--- src/rtl/filter_pass_sequencer.sv ---
// Frame sequencer for the pixel filter: image load, per-op 3x3 window scan, write-back.
// Optional STALL_CNT_EN adds a saturating count of stalled window cycles.
module filter_pass_sequencer #(
    parameter int unsigned IMG_DIM     = 21,
    parameter int unsigned PIX_PER_CYC = 3,
    parameter int unsigned LD_W        = 8
) (
    input  logic            clk,
    input  logic            reset,
    input  logic            start,
    input  logic            mode,
    output logic            load_en,
    output logic [LD_W-1:0] load_addr,
    output logic [2:0]      op,
    output logic            win_valid,
    input  logic            win_ready,
    output logic [4:0]      win_row,
    output logic [4:0]      win_col,
    input  logic            fu_idle,
    output logic            wb_req,
    input  logic            wb_ack,
`ifdef STALL_CNT_EN
    output logic [15:0]     stall_cnt,
`endif
    output logic            frame_done
);

    localparam int unsigned LoadSlots = (IMG_DIM * IMG_DIM + PIX_PER_CYC - 1) / PIX_PER_CYC;
    localparam logic [LD_W-1:0] LoadLast = LD_W'(LoadSlots - 1);
    localparam logic [4:0] CoordFirst = 5'd2;
    localparam logic [4:0] CoordLast  = 5'(IMG_DIM - 1);

    typedef enum logic [2:0] {
        StIdle, StLoad, StSetOp, StScan, StDrain, StWb, StDone
    } state_e;

    state_e          state_q;
    logic            mode_q;
    logic [2:0]      step_q;
    logic [2:0]      op_q;
    logic [2:0]      next_op;
    logic            last_op;
    logic            load_en_q;
    logic [LD_W-1:0] load_addr_q;
    logic            win_valid_q;
    logic [4:0]      row_q;
    logic [4:0]      col_q;
    logic            wb_req_q;
    logic            frame_done_q;
`ifdef STALL_CNT_EN
    logic [15:0]     stall_cnt_q;
`endif

    // COLOR chain replaces the third op (SOBEL) with QUANTIZE and stops there.
    always_comb begin
        next_op = step_q;
        if (mode_q && step_q == 3'd2) begin
            next_op = 3'd5;
        end
        last_op = mode_q ? (op_q == 3'd5) : (op_q == 3'd4);
    end

    always_ff @(posedge clk) begin
        if (!reset) begin
            state_q      <= StIdle;
            mode_q       <= 1'b0;
            step_q       <= 3'd0;
            op_q         <= 3'd0;
            load_en_q    <= 1'b0;
            load_addr_q  <= '0;
            win_valid_q  <= 1'b0;
            row_q        <= CoordFirst;
            col_q        <= CoordFirst;
            wb_req_q     <= 1'b0;
            frame_done_q <= 1'b0;
        end else begin
            unique case (state_q)
                StIdle: begin
                    if (start) begin
                        mode_q      <= mode;
                        step_q      <= 3'd0;
                        load_en_q   <= 1'b1;
                        load_addr_q <= '0;
                        state_q     <= StLoad;
                    end
                end
                StLoad: begin
                    if (load_addr_q == LoadLast) begin
                        load_en_q   <= 1'b0;
                        load_addr_q <= '0;
                        state_q     <= StSetOp;
                    end else begin
                        load_addr_q <= load_addr_q + 1'b1;
                    end
                end
                StSetOp: begin
                    op_q        <= next_op;
                    step_q      <= step_q + 3'd1;
                    row_q       <= CoordFirst;
                    col_q       <= CoordFirst;
                    win_valid_q <= 1'b1;
                    state_q     <= StScan;
                end
                StScan: begin
                    if (win_ready) begin
                        if (row_q == CoordLast && col_q == CoordLast) begin
                            win_valid_q <= 1'b0;
                            state_q     <= StDrain;
                        end else if (col_q == CoordLast) begin
                            col_q <= CoordFirst;
                            row_q <= row_q + 5'd1;
                        end else begin
                            col_q <= col_q + 5'd1;
                        end
                    end
                end
                StDrain: begin
                    if (fu_idle) begin
                        if (last_op) begin
                            frame_done_q <= 1'b1;
                            state_q      <= StDone;
                        end else begin
                            wb_req_q <= 1'b1;
                            state_q  <= StWb;
                        end
                    end
                end
                StWb: begin
                    if (wb_ack) begin
                        wb_req_q <= 1'b0;
                        state_q  <= StSetOp;
                    end
                end
                StDone: begin
                    frame_done_q <= 1'b0;
                    state_q      <= StIdle;
                end
                default: state_q <= StIdle;
            endcase
        end
    end

`ifdef STALL_CNT_EN
    always_ff @(posedge clk) begin
        if (!reset) begin
            stall_cnt_q <= 16'd0;
        end else if (state_q == StIdle && start) begin
            stall_cnt_q <= 16'd0;
        end else if (win_valid_q && !win_ready && stall_cnt_q != 16'hFFFF) begin
            stall_cnt_q <= stall_cnt_q + 16'd1;
        end
    end

    assign stall_cnt = stall_cnt_q;
`endif

    assign load_en    = load_en_q;
    assign load_addr  = load_addr_q;
    assign op         = op_q;
    assign win_valid  = win_valid_q;
    assign win_row    = row_q;
    assign win_col    = col_q;
    assign wb_req     = wb_req_q;
    assign frame_done = frame_done_q;

endmodule

--- config.mk ---
export PLATFORM = sky130hd
export DESIGN_NAME = filter_pass_sequencer
export DESIGN_NICKNAME = d
export VERILOG_FILES = /design/src/rtl/filter_pass_sequencer.sv
export SDC_FILE = /design/constraint.sdc
export NUM_CORES = 1
export LEC_CHECK = 0
export ABC_AREA = 1
export CORE_ASPECT_RATIO = 2
export CORE_MARGIN = 4
export CORE_UTILIZATION = 59
export CTS_BUF_LIST = sky130_fd_sc_hd__clkbuf_8
export CTS_CLUSTER_DIAMETER = 40
export DETAILED_ROUTE_END_ITERATION = 10
export GPL_TIMING_DRIVEN = 1
export HOLD_SLACK_MARGIN = 0.12
export PLACE_DENSITY = 0.95
export SLEW_MARGIN = 10
export SYNTH_ARGS = -nofsm -noshare
export SYNTH_HDL_FRONTEND = slang
export SYNTH_SLANG_ARGS = --single-unit
--- constraint.sdc ---
create_clock -name clk -period 3.1 [get_ports clk]
set_clock_uncertainty 0.1 [all_clocks]
set_input_delay 0.62 -clock clk [delete_from_list [all_inputs] [get_ports clk]]
set_output_delay 0.62 -clock clk [all_outputs]
set_load 0.1 [all_outputs]
# [Yosys cells after proc, flatten, opt, wreduce, memory -nomap -nowiden]
# Index checks and enable logic that the tools add are counted.
[op_classes] add_sub_neg=4 eq_ne=22 muxes=36 n_reduce_logical=18
[ops] cell="5-bit two-way mux" n=6
[ops] cell="3-bit two-way mux" n=8
[ops] cell="2-bit != test (second input constant)" n=10
[ops] cell="5-bit case mux with 2 select lines" n=2
[ops] cell="3-bit case mux with 6 select lines" n=1
[ops] cell="8-bit two-way mux" n=2
[ops] cell="8-bit case mux with 2 select lines" n=1
[ops] cell="3-bit == test (second input constant)" n=5
[ops] cell="3-bit AND reduction" n=4
[ops] cell="5-bit by 1-bit adder with 5-bit output (second input constant)" n=2
[ops] cell="5-bit == test (second input constant)" n=2
[ops] cell="1-bit two-way mux" n=10
[ops] cell="2-bit nonzero test" n=5
[ops] cell="3-bit by 2-bit == test with 1-bit output (second input constant)" n=3
[ops] cell="8-bit by 1-bit adder with 8-bit output (second input constant)" n=1
[ops] cell="8-bit == test (second input constant)" n=1
[ops] cell="1-bit case mux with 2 select lines" n=4
[ops] cell="4-bit AND reduction" n=2
[ops] cell="3-bit case mux with 2 select lines" n=1
[ops] cell="2-bit AND reduction" n=3
[ops] cell="6-bit AND reduction" n=1
[ops] cell="3-bit by 1-bit adder with 3-bit output (second input constant)" n=1
[ops] cell="3-bit by 1-bit == test with 1-bit output (second input constant)" n=1
[ops] cell="3-bit zero test" n=1
[ops] cell="other kinds (2)" n=3
[word_totals] regBits=32 input_bits=7 out_inout_bits=25 wordCells=91

# [Depth between registers and ports, before layout]
[depth] ltp_word=5 depth_mapped=10 mapped_depth_nobuf=10

# [Worst setup path before layout]
# OpenSTA, ideal clock, no wires.
[synth_timing] kind="flip-flop to flip-flop" startpoint="register row_q[0] (netlist: win_row[0])" endpoint="register row_q[0] (netlist: win_row[0])" setup_ps=117 arrival_time_ps=2008 required_time_ps=2883 setup_slack_ps=875 path_stages_with_launch=9 path_buffers=0 synth_period_minus_slack_ps=2225 cell_sequence="dfxtp_1 inv_1 ha_1 nand2_1 nor2_1 o21ai_0 nand2_2 o21ai_0 nor2_1"
[synth_via] elab_chain_cells=5 word_cells_on_any_way=9 cone_classes="add/sub: 1; eq/ne: 2; mux: 4; reduce/logical: 2"
[synth_lines] element="from (decl)" line="46" source="logic [4:0] row_q;"
[synth_lines] element="from (signal assigned)" line="72" source="row_q <= CoordFirst;"
[synth_lines] element="from (signal assigned)" line="99" source="row_q <= CoordFirst;"
[synth_lines] element="from (signal assigned)" line="111" source="row_q <= row_q + 5'd1;"
[synth_lines] element="5-bit by 1-bit adder with 5-bit output" line="111"
[synth_lines] element="5-bit two-way mux" line="109" source="end else if (col_q == CoordLast) begin"
[synth_lines] element="5-bit two-way mux" line="106" source="if (row_q == CoordLast && col_q == CoordLast) begin"
[synth_lines] element="5-bit two-way mux" line="105" source="if (win_ready) begin"
[synth_lines] element="5-bit case mux with 2 select lines" line="77" source="unique case (state_q)"
# Several ways; a longest one is shown, not always the timed one. The select of a mux whose other input is x is not followed.
# A chain may end at the register's enable or synchronous reset.

==> impl_metrics.py <==
metrics = {
    "outcome": {
        "outcome": "completed",
    },
    "drt": {
        "wire_per_inst_um": 12.7,
        "wl_met1_um": 1540,
        "antenna_left": 0,
        "wl_um": 4250,
        "top_layer": "met4",
        "routed-wl-met3_um": 172,
        "dr.pass1.iters": 4,
        "drc": 0,
        "wl_met2_um": 2420,
        "first_iter_violations": 45,
        "vias_per_cell": 5.50,
        "routed-via-count": 1838,
    },
    "setup_path": {
        "critPathRequiredTime_ps": 3180,
        "critPathTopFamily": "buffers and inverters",
        "slowest_delay_ps": 560,
        "crit_arrival_ps": 1890,
        "start_kind": "input pin",
        "crit_path_start": "reset",
        "worstSetupEndpointType": "flip-flop",
        "crit_fanout": 14,
        "critical_path_class": "in2reg",
        "critPathSlowestCell": "clkdlybuf4s50_1",
        "cp_num_buf_inv": 3,
        "reg2reg_from": "win_row[0]",
        "cp_cell_sequence": "clkdlybuf4s50_1 > buf_4 > inv_1 > a21oi_1 > nand2_1",
    },
    "floorplanning": {
        "core_mm2": 0.00298,
        "start_util": 0.614,
        "die_h_um": 86.7,
        "die_x_um": 47.4,
        "dieArea_mm2": 0.00411,
        "rows": 28,
        "ios": 32,
    },
    "finish": {
        "multi_input_area_mm2": 0.00103,
        "nNetsFinal": 318,
        "antennaDiodeCount": 0,
        "regArea_um2": 641,
        "final_area_mm2": 0.00220,
        "fill_cells": 252,
        "area_growth_pct": 20.5,
        "final_layout_size_suffix_gt1_frac": 0.181,
    },
    "run": {
        "drv_cap": 0,
    },
    "grt": {
        "grt_pass1_wl_um": 7330,
        "overflow": 0,
        "track_usage": 0.242,
        "grt_start_max_net_pins": 15,
        "antenna_found_initial": 0,
        "grt_pass1_vias": 1853,
    },
    "clock_tree": {
        "root_buffer": "clkbuf_8",
        "cts_sinks": 32,
        "cts_setup_buffers": 0,
        "cts_tree": "done",
        "clk_path_buf_depth": 2,
        "htree_levels": 2,
        "path_clk_slew_ps": 70,
        "cts-resized-gates": 0,
        "holdBufCountCts": 0,
        "clkLatencyLatePin_ps": 290,
        "cts_made_buffers": 5,
    },
    "logic_synthesis": {
        "syn_inst": 268,
        "synthArstFlopShare": 0,
        "ys.flop_type": "dfxtp_1",
        "yosysTopAreaCellShare": 0.350,
        "synth_common_cells": "59 x nand2_1, 36 x nor2_1, 32 x dfxtp_1",
        "syn_area_mm2": 0.00183,
        "synth_nets": 283,
        "synth_cell_types": 28,
        "ys_warn_count": 0,
        "synth_seq_cells": 32,
        "yosys.area.top_type": "dfxtp_1",
        "synth.most_common_cell": "nand2_1",
        "yosysSeqAreaShare": 0.350,
        "synth_edf_count": 0,
        "syn_avg_cell_area_um2": 6.83,
        "synthTopCellsByArea": "dfxtp_1 35%, nand2_1 12%, nor2_1 7.4%, a21oi_1 6.6%, inv_1 6.0%",
    },
    "sta": {
        "slew_headroom": 0.703,
        "report.final.slew_viol_count": 0,
        "fin_setup_tns_ps": 0,
        "setup_viol": 0,
        "tightest_slew_ps": 444,
        "rsz0062_at_grt": "no",
        "final_hold_viol_count": 0,
        "max_freq_ghz": 0.551,
        "min_period_over_period": 0.586,
        "fin_crit_ps": 1820,
    },
    "worst_hold_path": {
        "hold_start": "win_valid",
        "hold_class": "reg2reg",
    },
    "placement": {
        "place_area_mm2": 0.00209,
        "port_buffers": 31,
        "place_hpwl_um": 3210,
        "gp_congestion": 0.770,
    },
    "pwr": {
        "power.density_mw_per_mm2": 932,
        "p_leak_nw": 0.947,
        "worst_ir_drop_vdd_mv": 0.756,
    },
}
[cell usage in the layout, fill, tap and decap left out, types with 6 or more instances in the layout]
| cell type | n |
|---|---|
| inv_1 | 29 |
| clkdlybuf4s50_1 | 6 |
| nand3_1 | 17 |
| a21oi_1 | 24 |
| o21ai_0 | 17 |
| nor2_1 | 36 |
| nand2_1 | 59 |
| buf_4 | 26 |
| ha_1 | 8 |
| nand2_2 | 6 |
| dfxtp_1 | 32 |
[layout make-up]
cell class	count	area share
clock buffers	5	0.0312
clock inverters	3	0.0193
inverters	34	0.0591
multi-input cells	198	0.467
flip-flops and latches	32	0.291
well taps	30	0.0170
repair buffers	32	0.116
[layer usage]
metal / track usage / up-vias
li1: - / 940
met1: 0.220 / 844
met2: 0.436 / 44
met3: 0.0520 / 10
met4: 0.156 / 0
met5: 0 / -
[through the flow]
stage               setup slack (ps)   util  hold WS, ps  total power [mW]  instances
global route                    1130  0.740          408              2.18        334
CTS                             1270  0.740          384              2.06        334
finish                          1280  0.740          387              2.05        334
detailed placement               995  0.703          370              1.65        326
global placement                1030  0.703          365              1.63        326
floorplan                        875      -          356              1.45        268
[path summary, 6_finish.rpt]
kind / endpoint / slack, ps / depth (start not counted)
max reg2reg: win_row[0] / 1370 / 8
min: win_valid / 390 / 2
max: win_row[1] / 1280 / 5
min reg2reg: win_valid / 390 / 2
[worst reg2reg max path: stages (launching register included)]
cell and delay (ps):
dfxtp_1 430, inv_1 70, ha_1 190, nand2_1 80
nor2_1 60, o21ai_0 270, nand2_2 160, o21ai_0 200
nor2_1 70
[logic make-up after synthesis]
group                    Yosys count  share of synthesized area
flip-flops                        32                      0.350
AO/OA/AOI/OAI                     50                      0.144
adder cells (fa/ha/maj)            8                     0.0547
buffers and inverters             38                     0.0875
AND/OR/NAND/NOR                  135                      0.339
XOR/XNOR                           5                     0.0239
[power by group]
| group | switching [mW] | internal [mW] |
|---|---|---|
| Sequential | 0.100 | 0.495 |
| Combinational | 0.806 | 0.253 |
| Clock | 0.161 | 0.238 |
[state kept, by name, summed over array words and instances, names as in the netlist]
register and count:
load_addr 8, win_col 5, win_row 5, op 3
state_q 3, step_q 3, frame_done 1, load_en 1
mode_q 1, wb_req 1, win_valid 1
Note: power is estimated with default switching activity, not from simulation.
